File: src/rtl/sakebi_pkg.sv
// Shared RMII constants, FSM encoding and CRC helpers for the sakebi TX/RX pair.
// Latency: n/a (package only).
// Backpressure: n/a.
package sakebi_pkg;

    typedef enum logic [2:0] {
        ST_IDLE     = 3'd0,
        ST_PREAMBLE = 3'd1,
        ST_SFD      = 3'd2,
        ST_DATA     = 3'd3,
        ST_FCS      = 3'd4,
        ST_IFG      = 3'd5
    } tx_state_t;

    localparam int          PREAMBLE_DIBITS = 28;
    localparam int          SFD_DIBITS      = 4;
    localparam int          FCS_DIBITS      = 16;
    localparam logic [31:0] CRC32_POLY      = 32'h04C11DB7;
    localparam logic [31:0] CRC32_INIT      = 32'hFFFFFFFF;

    // Bit-reverse a 32-bit word; turns the normal-form polynomial into the
    // LSB-first form used by the Ethernet FCS.
    function automatic logic [31:0] reflect32(input logic [31:0] v);
        logic [31:0] r;
        for (int i = 0; i < 32; i++) begin
            r[i] = v[31 - i];
        end
        return r;
    endfunction

endpackage

File: src/rtl/sakebi_crc32.sv
// Byte-wise Ethernet CRC-32 update (reflected, LSB of the byte first).
// Latency: combinational.
// Backpressure: none; caller decides when to register o_crc.
// Ports: i_crc running remainder, i_data next byte, o_crc updated remainder.
module sakebi_crc32 (
    input  logic [31:0] i_crc,
    input  logic [7:0]  i_data,
    output logic [31:0] o_crc
);
    import sakebi_pkg::*;

    localparam logic [31:0] POLY_REFL = reflect32(CRC32_POLY);

    logic [31:0] w_crc;

    always_comb begin
        w_crc = i_crc;
        for (int i = 0; i < 8; i++) begin
            if (w_crc[0] ^ i_data[i]) begin
                w_crc = (w_crc >> 1) ^ POLY_REFL;
            end else begin
                w_crc = w_crc >> 1;
            end
        end
    end

    assign o_crc = w_crc;

endmodule

File: src/rtl/sakebi_rmii_tx.sv
// AXI-Stream byte source to 100 Mb/s RMII transmitter with preamble/SFD, optional FCS and IFG.
// Latency: TVALID seen in IDLE -> TX_EN high the next cycle; bytes leave as 4 dibits LSB first.
// Backpressure: TREADY pulses once per byte (last SFD cycle, then dibit 3 of each non-last byte).
// Ports: i_axis_ACLK (50 MHz ref clock), i_axis_ARESETn (async, active low), AXI-Stream
//        TVALID/TREADY/TDATA/TLAST in, RMII TX_EN/TXD out, o_underrun starvation pulse.
// Build option: define SAKEBI_RMII_TX_FCS_EN to append a computed CRC-32 FCS; without it the
//        source must supply the FCS as the last 4 bytes of the frame.
module sakebi_rmii_tx #(
    parameter int DATA_WIDTH = 8,   // only 8 is supported
    parameter int IFG_CYCLES = 48
) (
    input  logic                  i_axis_ACLK,
    input  logic                  i_axis_ARESETn,
    input  logic                  i_axis_TVALID,
    output logic                  o_axis_TREADY,
    input  logic [DATA_WIDTH-1:0] i_axis_TDATA,
    input  logic                  i_axis_TLAST,
    output logic                  o_rmii_TX_EN,
    output logic [1:0]            o_rmii_TXD,
    output logic                  o_underrun
);
    import sakebi_pkg::*;

    // One shared counter sized for the longest state (IFG or preamble).
    localparam int CNT_MAX = (IFG_CYCLES > PREAMBLE_DIBITS) ? IFG_CYCLES - 1 : PREAMBLE_DIBITS - 1;
    localparam int CNT_W   = $clog2(CNT_MAX + 1);

    localparam logic [CNT_W-1:0] C_ONE      = CNT_W'(1);
    localparam logic [CNT_W-1:0] C_PRE_LAST = CNT_W'(PREAMBLE_DIBITS - 1);
    localparam logic [CNT_W-1:0] C_SFD_LAST = CNT_W'(SFD_DIBITS - 1);
    localparam logic [CNT_W-1:0] C_DIB_LAST = CNT_W'(3);
    localparam logic [CNT_W-1:0] C_IFG_LAST = CNT_W'(IFG_CYCLES - 1);

    tx_state_t             r_state;
    logic [CNT_W-1:0]      r_cnt;
    logic [DATA_WIDTH-1:0] r_byte;
    logic                  r_last;
    logic                  r_tx_en;
    logic [1:0]            r_txd;
    logic                  r_underrun;

    tx_state_t             w_state_nxt;
    logic [CNT_W-1:0]      w_cnt_nxt;
    logic [CNT_W-1:0]      w_cnt_inc;
    logic                  w_load;
    logic                  w_underrun_nxt;
    logic [DATA_WIDTH-1:0] w_byte_nxt;
    logic                  w_tx_en_nxt;
    logic [1:0]            w_txd_nxt;

`ifdef SAKEBI_RMII_TX_FCS_EN
    localparam logic [CNT_W-1:0] C_FCS_LAST = CNT_W'(FCS_DIBITS - 1);

    logic [31:0] r_crc;
    logic [31:0] w_crc_nxt;
    logic [31:0] w_fcs;

    sakebi_crc32 u_crc32 (
        .i_crc  (r_crc),
        .i_data (i_axis_TDATA),
        .o_crc  (w_crc_nxt)
    );

    assign w_fcs = ~r_crc;

    // Restart at every frame start; fold in each byte at its handshake so the
    // remainder is complete before the FCS state is entered.
    always_ff @(posedge i_axis_ACLK or negedge i_axis_ARESETn) begin
        if (!i_axis_ARESETn) begin
            r_crc <= CRC32_INIT;
        end else if ((r_state == ST_IDLE) && (w_state_nxt == ST_PREAMBLE)) begin
            r_crc <= CRC32_INIT;
        end else if (w_load) begin
            r_crc <= w_crc_nxt;
        end
    end
`endif

    // State register
    always_ff @(posedge i_axis_ACLK or negedge i_axis_ARESETn) begin
        if (!i_axis_ARESETn) begin
            r_state <= ST_IDLE;
            r_cnt   <= '0;
        end else begin
            r_state <= w_state_nxt;
            r_cnt   <= w_cnt_nxt;
        end
    end

    // Next-state logic
    always_comb begin
        w_state_nxt    = r_state;
        w_cnt_nxt      = r_cnt;
        w_load         = 1'b0;
        w_underrun_nxt = 1'b0;
        w_cnt_inc      = r_cnt + C_ONE;
        case (r_state)
            ST_IDLE: begin
                // The waiting byte is only looked at here, not consumed.
                if (i_axis_TVALID) begin
                    w_state_nxt = ST_PREAMBLE;
                    w_cnt_nxt   = '0;
                end
            end
            ST_PREAMBLE: begin
                if (r_cnt == C_PRE_LAST) begin
                    w_state_nxt = ST_SFD;
                    w_cnt_nxt   = '0;
                end else begin
                    w_cnt_nxt = w_cnt_inc;
                end
            end
            ST_SFD: begin
                if (r_cnt == C_SFD_LAST) begin
                    w_cnt_nxt = '0;
                    if (i_axis_TVALID) begin
                        w_state_nxt = ST_DATA;
                        w_load      = 1'b1;
                    end else begin
                        // Source withdrew before the first byte: treat as starvation.
                        w_state_nxt    = ST_IFG;
                        w_underrun_nxt = 1'b1;
                    end
                end else begin
                    w_cnt_nxt = w_cnt_inc;
                end
            end
            ST_DATA: begin
                if (r_cnt == C_DIB_LAST) begin
                    w_cnt_nxt = '0;
                    if (r_last) begin
`ifdef SAKEBI_RMII_TX_FCS_EN
                        w_state_nxt = ST_FCS;
`else
                        w_state_nxt = ST_IFG;
`endif
                    end else if (i_axis_TVALID) begin
                        w_load = 1'b1;
                    end else begin
                        w_state_nxt    = ST_IFG;
                        w_underrun_nxt = 1'b1;
                    end
                end else begin
                    w_cnt_nxt = w_cnt_inc;
                end
            end
`ifdef SAKEBI_RMII_TX_FCS_EN
            ST_FCS: begin
                if (r_cnt == C_FCS_LAST) begin
                    w_state_nxt = ST_IFG;
                    w_cnt_nxt   = '0;
                end else begin
                    w_cnt_nxt = w_cnt_inc;
                end
            end
`endif
            ST_IFG: begin
                if (r_cnt == C_IFG_LAST) begin
                    w_state_nxt = ST_IDLE;
                    w_cnt_nxt   = '0;
                end else begin
                    w_cnt_nxt = w_cnt_inc;
                end
            end
            default: begin
                w_state_nxt = ST_IDLE;
                w_cnt_nxt   = '0;
            end
        endcase
    end

    assign w_byte_nxt = w_load ? i_axis_TDATA : r_byte;

    // Output logic: pin values are computed for the upcoming state so that the
    // registered pins line up with r_state in the same cycle.
    always_comb begin
        w_tx_en_nxt = 1'b0;
        w_txd_nxt   = 2'b00;
        case (w_state_nxt)
            ST_PREAMBLE: begin
                w_tx_en_nxt = 1'b1;
                w_txd_nxt   = 2'b01;
            end
            ST_SFD: begin
                w_tx_en_nxt = 1'b1;
                w_txd_nxt   = (w_cnt_nxt == C_SFD_LAST) ? 2'b11 : 2'b01;
            end
            ST_DATA: begin
                w_tx_en_nxt = 1'b1;
                w_txd_nxt   = w_byte_nxt[{w_cnt_nxt[1:0], 1'b0} +: 2];
            end
`ifdef SAKEBI_RMII_TX_FCS_EN
            ST_FCS: begin
                w_tx_en_nxt = 1'b1;
                w_txd_nxt   = w_fcs[{w_cnt_nxt[3:0], 1'b0} +: 2];
            end
`endif
            default: begin
                w_tx_en_nxt = 1'b0;
                w_txd_nxt   = 2'b00;
            end
        endcase
    end

    // TREADY depends only on registers, never on TVALID.
    assign o_axis_TREADY = ((r_state == ST_SFD)  && (r_cnt == C_SFD_LAST)) ||
                           ((r_state == ST_DATA) && (r_cnt == C_DIB_LAST) && !r_last);

    always_ff @(posedge i_axis_ACLK or negedge i_axis_ARESETn) begin
        if (!i_axis_ARESETn) begin
            r_byte     <= '0;
            r_last     <= 1'b0;
            r_tx_en    <= 1'b0;
            r_txd      <= 2'b00;
            r_underrun <= 1'b0;
        end else begin
            if (w_load) begin
                r_byte <= i_axis_TDATA;
                r_last <= i_axis_TLAST;
            end
            r_tx_en    <= w_tx_en_nxt;
            r_txd      <= w_txd_nxt;
            r_underrun <= w_underrun_nxt;
        end
    end

    assign o_rmii_TX_EN = r_tx_en;
    assign o_rmii_TXD   = r_txd;
    assign o_underrun   = r_underrun;

endmodule
File: config.mk
export PLATFORM = sky130hd
export DESIGN_NAME = sakebi_rmii_tx
export DESIGN_NICKNAME = d
export VERILOG_FILES = /design/src/rtl/sakebi_pkg.sv /design/src/rtl/sakebi_crc32.sv /design/src/rtl/sakebi_rmii_tx.sv
export SDC_FILE = /design/constraint.sdc
export NUM_CORES = 1
export LEC_CHECK = 0
export ABC_AREA = 1
export CAP_MARGIN = 20
export CELL_PAD_IN_SITES_DETAIL_PLACEMENT = 2
export CELL_PAD_IN_SITES_GLOBAL_PLACEMENT = 2
export CORE_MARGIN = 2
export CORE_UTILIZATION = 26
export CTS_BUF_LIST = sky130_fd_sc_hd__clkbuf_8
export CTS_CLUSTER_SIZE = 10
export DETAILED_ROUTE_END_ITERATION = 8
export GPL_TIMING_DRIVEN = 1
export PLACE_DENSITY_LB_ADDON = 0.1
export REMOVE_ABC_BUFFERS = 1
export SETUP_SLACK_MARGIN = 0.2
export SLEW_MARGIN = 10
export SYNTH_ARGS = -nofsm -noshare
export SYNTH_HDL_FRONTEND = slang
export SYNTH_HIERARCHICAL = 1
export SYNTH_SLANG_ARGS = --single-unit
File: constraint.sdc
create_clock -name i_axis_ACLK -period 1.73 [get_ports i_axis_ACLK]
set_clock_uncertainty 0.15 [all_clocks]
set_input_delay 0.2595 -clock i_axis_ACLK [delete_from_list [all_inputs] [get_ports i_axis_ACLK]]
set_output_delay 0.2595 -clock i_axis_ACLK [all_outputs]
set_load 0.01 [all_outputs]
# Yosys cells after proc, flatten, opt, wreduce, memory -nomap -nowiden
# Cells that the tools add are included.
# Widths: inputs -> output; s select.
dict set report op_classes {
  eq_ne 11
  mux 28
  div_mod_pow 0
  bitwise_logic 0
  n_reduce_logical 8
  add_sub_neg 1
  n_mul 0
  order_cmp 0
  n_shift 1
}
# op n
set op_table {}
lappend op_table {{$mux 3} 8}
lappend op_table {{$mux 6} 4}
lappend op_table {{$pmux 6 s4} 1}
lappend op_table {{$pmux 3 s5} 1}
lappend op_table {{$eq 3x2->1 const B} 4}
lappend op_table {{$eq 6x2->1 const B} 2}
lappend op_table {{$mux 1} 9}
lappend op_table {{$mux 8} 1}
lappend op_table {{$shiftx 8x4->2} 1}
lappend op_table {{$add 6x1->6 const B} 1}
lappend op_table {{$eq 3x1->1 const B} 2}
lappend op_table {{$eq 6x5->1 const B} 1}
lappend op_table {{$eq 6x6->1 const B} 1}
lappend op_table {{$pmux 2 s3} 1}
lappend op_table {{$pmux 1 s2} 2}
lappend op_table {{$eq 3x3->1 const B} 1}
lappend op_table {{$logic_and 1x1->1} 3}
lappend op_table {{$logic_not 3->1} 1}
lappend op_table {{$reduce_or 3->1} 1}
lappend op_table {{$mux 2} 1}
lappend op_table {{$reduce_or 2->1} 1}
lappend op_table {{$logic_not 1->1} 1}
lappend op_table {{$logic_or 1x1->1} 1}
dict set report totals {
  memories 0
  in_bits 12
  ramBits 0
  wordCells 56
  mem_bits_ro 0
  latch_bits 0
  ff_bits 22
}

# Logic depth before layout (Yosys ltp)
# Gate-level depths: netlist (run 1).
dict set report depth {
  word_depth 7
  mapped_depth 13
}

# Worst setup path after synthesis (run 1)
# Ideal clock, no wire load.
dict set report synth_path {
  kind {register to register}
  startpoint {reg r_cnt[0]}
  endpoint {reg r_txd[0] (netlist: o_rmii_TXD[0])}
  stages_incl_launch_ff 12
  setup_ns 0.113
  slack_ns -0.024
  arrival_ns 1.491
  cell_sequence {dfrtp_1 > ha_1 > nand2_2 > nor2_8 > nand3_4 > buf_6 > o21ai_2 > nand2_1 > nand3_1 > nand3_1 > nand2_1 > inv_1}
}
dict set report synth_via {
  elab_chain_len 6
}
# element line
set synth_lines {}
lappend synth_lines {{from (decl)} sakebi_rmii_tx.sv:35} ;# logic [CNT_W-1:0] r_cnt;
lappend synth_lines {{from (signal assigned)} sakebi_rmii_tx.sv:86} ;# r_cnt <= w_cnt_nxt;
lappend synth_lines {{branches (longest 5 deep; another with $add 6x1->6)} --}
lappend synth_lines {{$pmux 2 s3 *} sakebi_rmii_tx.sv:179} ;# case (w_state_nxt)
lappend synth_lines {{net w_txd_nxt[0]} sakebi_rmii_tx.sv:49} ;# logic [1:0] w_txd_nxt;
lappend synth_lines {{to (signal assigned)} sakebi_rmii_tx.sv:222} ;# r_txd <= w_txd_nxt;
lappend synth_lines {{to (decl)} sakebi_rmii_tx.sv:39} ;# logic [1:0] r_txd;
# Mark *: on every way through the listed nets, which the timed path passes.
# A chain may end at the register's enable or synchronous reset.

# Worst setup path in the final report (run 1)
dict set report layout_path {
  startpoint {reg r_cnt[0]}
  endpoint {reg r_txd[1] (netlist: o_rmii_TXD[1])}
}
dict set report layout_via {
  elab_chain_len 6
}
# element line
set layout_lines {}
lappend layout_lines {{branches (longest 5 deep; another with $add 6x1->6)} --}
lappend layout_lines {{$pmux 2 s3 *} sakebi_rmii_tx.sv:179}
lappend layout_lines {{net w_txd_nxt[1]} sakebi_rmii_tx.sv:49}
# Marked as above.

==> out/results.txt, run 1 <==
DRC: 0
FP Rows: 27
Area Overhead vs Synth: 81.13%
Final Slew Violations: 0
Post-synthesis compound-gate area fraction: 6.087%
Mapped Area: 1439 um2
Initial antenna violation count: 0
Crit-path max cell delay: 0.40 ns
Final worst path period share: 110.3%
Worst-Skew Late Latency: 0.27 ns
Port bufs: 16
Synth Area in Simple Gates: 41.39%
Clk sink count: 22
Relative slew slack: 79.25%
Area contributors post-synth: dfrtp_1 38%, nand2_1 15%, inv_1 11%
Post-synth EDFFs: 0
Max Cap Viol: 0
Hold Violations, Final: 0
Reg power frac: 18.3%
Final setup vio count: 10
Crit-path cells: ha_4 > nand2_4 > nor2_4 > nand2_4 > nand3_2 > nand2_2 > nor2_4 > nand2_1 > nand3_1 > nand2_1 > nand2_1 > nand2_1
Area leader, netlist: dfrtp_1
Failing checks: negative setup slack
Inserted Clock Buffers: 3
Clk network pwr share: 8.0%
Power per cell area: 1579 nW/um2
Design Area, Final: 2606 um2
Vias per inst: 4.519
Slowest cell on crit path: dfrtp_1
Critical path required time: 1.74 ns
# H-tree levels: 1
Sw frac: 47.96%
Mux share of post-synthesis cell area: 0%
Vias in the first global route: 1800
Distinct cells, synth: 24
Max IR drop VDD: 0.4864 mV
GRT Util Overall: 19.20%
Seq/Total Area, Yosys: 38.26%
First-pass GRT wire length: 9059 um
Leakage: 0.001345 uW
Worst slew pin tran: 0.3112 ns
Root Buffer: clkbuf_8
Final ANT Viol Nets: 0
Async S/R FF share, synth: 100.0%
Data arrival, critical path: 1.92 ns
Initial core utilization: 26.46%
Routed vias: 1663
Critical Path Start Type: register
Outcome: finished, violations left
Primary FF master, synth: dfrtp_1
Final WS setup: -0.1788 ns
Crit path time final: 1.909 ns
Largest family of logic cells by synthesized area: simple AND/OR/NAND/NOR gates
Hold WS: 0.1971 ns
CTS tree: done
CP dominant cell by count: nand2_1
Syn Inst Count: 208
Post-Route WL: 6333 um
Hold buffers post-CTS: 0
Placed Area: 2011 um2
Clock transition at the registers of the reported paths: 0.08 ns
Crit path capture type: register
Initial DRC count: 35
Synth Warn #: 6
Top Ports: 17
Post-Syn Area per Cell: 6.918 um2
Fmax: 523.9 MHz
Antenna Cells: 0
Hold Path Class: in2async
CTS max path bufs: 2
Die footprint: 6145 um2
Grt total ovfl: 0
DRT Pass-1 Iters: 4
Yosys reg bits: 22
Part of the power in combinational logic: 73.7%
Critical path class: reg2reg
TNS Setup: -0.6762 ns
Top-area cell type share of the netlist area: 38.26%
Routed wire length per instance: 17.21 um
Net switching power: 1974 uW
Placer Congestion: 0.8629
DP Wirelength: 3952 um
Xor/xnor share of the synthesized area: 0%
Fraction of the mapped netlist area in adder cells: 0.8696%
Core area: 5439 um2
Int Pwr: 2142 uW
Die H: 78.39 um
CP Max Fanout: 5
Unrepaired setup endpoints after global routing: yes
Layout Nets: 311
Die W: 78.39 um
Layout cells sized above 1: 55.41%
Filler instances: 613
Largest net degree at the start of global routing: 23
## worst max-delay path, delay by kind of cell, from the launching register on
kind,cells,cell delay [ns]
adder cells (fa/ha/maj),1,0.21
flip-flops,1,0.40
AND/OR/NAND/NOR,11,1.03
## cell usage in the layout, fill, tap and decap left out, types with 2 or more instances in the layout
| cell type | n |
|---|---|
| nand2_1 | 33 |
| nor2_4 | 8 |
| nand2_2 | 21 |
| inv_1 | 30 |
| nand2_4 | 11 |
| o21ai_2 | 3 |
| nor2_2 | 7 |
| nand3_1 | 10 |
| dfrtp_1 | 21 |
| nand4_1 | 8 |
| buf_4 | 55 |
| nor2_1 | 6 |
| buf_6 | 16 |
| o21ai_0 | 2 |
| nand3_2 | 9 |
| nand3_4 | 4 |
| clkbuf_8 | 3 |
| inv_2 | 16 |
| o21ai_1 | 4 |
| clkdlybuf4s50_1 | 11 |
| dlygate4sd2_1 | 4 |
| o21ai_4 | 2 |
## flip-flops by register name, indices dropped and copies added (netlist names)
| name | flops |
|---|---|
| r_state | 3 |
| o_rmii_TXD | 2 |
| r_cnt | 6 |
| o_underrun | 1 |
| o_rmii_TX_EN | 1 |
| r_last | 1 |
| r_byte | 8 |
## layer usage
layer / global-route usage, % / part of all wire, % / vias up
met2: 37.93 / 59 / 18
met1: 22.80 / 38 / 819
met4: 3.158 / 1.9 / 0
met3: 1.379 / 1.1 / 10
li1: - / - / 816
met5: 0 / 0 / -
## cells in the mapped netlist, types with 3 or more instances
cell     number
nand2_1      58
inv_1        43
dfrtp_1      22
nand3_1      21
nor2_1       14
nand4_1       8
nand2_2       7
o21ai_0       6
inv_2         4
nor2_2        4
nor2_4        3
o21ai_1       3
## final timing paths
kind | startpoint | to | slack [ns] | depth (start not counted)
setup / recovery | r_cnt[0] | o_rmii_TXD[1] | -0.18 | 12
hold / removal | i_axis_ARESETn | r_cnt[4] | 0.20 | 2
setup reg to reg | r_cnt[0] | o_rmii_TXD[1] | -0.18 | 12
hold reg to reg | r_byte[0] | r_byte[0] | 0.52 | 5
max in group asynchronous | i_axis_ARESETn | r_state[0] | 0.98 | 2
min in group i_axis_ACLK | i_axis_TLAST | r_last | 0.47 | 3
## power by group through the flow
stage | Clock (uW) | Combinational, uW | Sequential (uW)
6_report | 330 | 3030 | 754
5_1_grt | 363 | 3280 | 768
4_1_cts | 344 | 2510 | 741
3_5_place_dp | 0 | 1950 | 744
3_3_place_gp | 0 | 1880 | 731
2_1_floorplan | 0 | 1010 | 759
## layout make-up
| class | count | area (um2) | share of cell area [%] |
|---|---|---|---|
| clock buffers | 3 | 41.29 | 1.584 |
| inverters | 47 | 178.9 | 6.865 |
| multi-input cells | 137 | 1001 | 38.41 |
| flip-flops and latches | 22 | 551.8 | 21.17 |
| well taps | 72 | 90.09 | 3.457 |
| repair buffers | 87 | 743.2 | 28.52 |
## logic make-up after synthesis
group,after synthesis
flip-flops,22
buffers and inverters,49
AND/OR/NAND/NOR,121
adder cells (fa/ha/maj),1
AO/OA/AOI/OAI,15
## repair_timing
item	in CTS	in global routing
endpoints found under the setup margin	26	22
buffers inserted	16	10
gates resized for setup	70	48
pin swaps	20	26
endpoints found under the hold margin	0	0
## stage by stage
stage	power, uW	utilization (%)	instances	setup slack [ns]
CTS	3598	43.78	358	-0.1219
detailed placement	2693	36.97	339	-0.4393
global placement	2607	36.97	339	-0.3135
global route	4407	47.92	368	-0.3606
finish	4116	47.92	368	-0.1788
floorplan	1772	-	206	-0.06209
(Power assumes the default switching activity.)
==> run 2, diff against run 1 <==
- CTS_BUF_LIST: sky130_fd_sc_hd__clkbuf_8 -> not set
- GPL_ROUTABILITY_DRIVEN: not set -> 1
==> results of run 2 <==
Same layout as run 1: the final DEF is identical, and so are final timing and power.
==> run 3, diff against run 2 <==
- SKIP_CTS_REPAIR_TIMING: not set -> 1
==> run 3 against run 2 <==
The run still ends with negative setup slack left. Cell count decreased by 4.1%. Critical path depth decreased by 1. Count of clock-buffer cells in the layout unchanged. Critical path type unchanged.
==> out/results.txt, run 3 (synthesis gave the netlist of run 1 again) <==
Final Slew Violations: 0
Core area: 5439 um2
Flop2flop setup slack: -0.18 ns
Die footprint: 6145 um2
Max Cap Viol: 0
Worst flop-to-flop path endpoint: o_rmii_TXD[1]
Layout cells sized above 1: 49.11%
FF-to-FF path depth: 11
Largest net degree at the start of global routing: 23
Initial antenna violation count: 0
First-pass GRT wire length: 8010 um
Post-Route WL: 5555 um
Final WS setup: -0.1768 ns
Critical path required time: 1.78 ns
Power per cell area: 1523 nW/um2
Die W: 78.39 um
Reg-to-reg startpoint: r_cnt[1]
Top Ports: 17
Root Buffer: clkbuf_8
Pre-CTS setup slack: -0.4393 ns
Largest regs: r_byte (8), r_cnt (6), r_state (3)
# H-tree levels: 1
CTS tree: done
Hold Path Class: in2async
Layout Nets: 296
CP Max Fanout: 5
DP Wirelength: 3952 um
Inserted Clock Buffers: 3
Antenna Cells: 0
Relative slew slack: 79.27%
Grt total ovfl: 0
Routed wire length per instance: 15.74 um
Data arrival, critical path: 1.96 ns
Final ANT Viol Nets: 0
Hold Violations, Final: 0
Critical path class: reg2reg
Port bufs: 16
CTS max path bufs: 2
Initial core utilization: 26.46%
Placed Area: 2011 um2
Outcome: finished, violations left
Overall Power: 3689 uW
FP Rows: 27
Fmax: 524.4 MHz
Placer Congestion: 0.8629
Leakage: 0.001284 uW
Top reg by flops: r_byte
Area Overhead vs Synth: 68.35%
Unrepaired setup endpoints after global routing: yes
Worst slew pin tran: 0.3109 ns
Initial DRC count: 24
DRC: 0
Crit path time final: 1.907 ns
Clk sink count: 22
Final setup vio count: 9
Failing checks: negative setup slack
DRT Pass-1 Iters: 4
GRT Util Overall: 16.88%
Routed vias: 1593
Critical Path Start Type: register
Vias per inst: 4.513
Worst-Skew Late Latency: 0.26 ns
Design Area, Final: 2422 um2
Max reg flops: 8
Worst setup path endpoint: o_rmii_TXD[1]
Commonest non-fill, non-tap cell in the layout: buf_4
Max IR drop VDD: 0.5803 mV
Worst Setup SP: r_cnt[1]
Most frequent cells in the layout: 45 x buf_4, 37 x nand2_1, 31 x inv_1
Die H: 78.39 um
Vias in the first global route: 1669
Crit path capture type: register
Final worst path period share: 110.2%
Clock transition at the registers of the reported paths: 0.09 ns
run 3: cell count changes in the layout (fill, tap and decap cells not counted), moves of 4 or more:
cell            previous run  this run
dlygate4sd2_1              4         0
nand2_1                   33        37
buf_6                     16        11
dlymetal6s2s_1             0         4
buf_4                     55        45
run 3: critical path, stage by stage (launching register included):
cell and delay, ns:
dfrtp_1 0.41, ha_4 0.22, nand2_4 0.08, inv_4 0.06, nand3_4 0.12, nand2_4 0.12
nand2_2 0.09, nor3_4 0.22, nand2_2 0.12, nor2_4 0.10, nand3_1 0.08, nand2_1 0.07
run 3: worst min-delay path by stage:
stage,from,endpoint,slack (ns)
finish,i_axis_ARESETn,r_cnt[4],0.20
global route,i_axis_ARESETn,r_cnt[4],0.22
global placement,r_last,r_last,0.48
detailed placement,i_axis_ARESETn,o_rmii_TXD[1],0.50
CTS,i_axis_ARESETn,r_cnt[4],0.20
floorplan,i_axis_ARESETn,o_rmii_TXD[0],-0.19
run 3: per-layer routing:
layer  routed length [um]  GRT usage, %  vias up
li1                     -             -      790
met1                 2307         20.56      784
met2                 3090         31.64       13
met3                   68         1.724        6
met4                   89         4.211        0
met5                    0             0        -
run 3: where the power goes:
group | switching (uW) | internal [uW] | total (uW)
clock | 172 | 156 | 328
combinational | 1470 | 1140 | 2600
sequential | 112 | 645 | 757
total | 1750 | 1940 | 3690
run 3: through the flow:
step | utilization [%] | instances | hold WS [ns] | TNS, ns
floorplan | - | 206 | -0.1861 | -0.06209
global placement | 36.97 | 339 | 0.4760 | -1.346
detailed placement | 36.97 | 339 | 0.5004 | -2.387
CTS | 37.73 | 342 | 0.2024 | -2.714
global route | 44.54 | 353 | 0.2208 | -1.703
finish | 44.54 | 353 | 0.2007 | -0.7461
run 3: layout make-up:
cell class,instances,area (um2)
sequential,22,553.0
clock buffer,3,41.29
inverter,47,178.9
timing repair buffer,72,626.9
multi-input combinational,137,932.1
fill,632,3017
tap,72,90.09
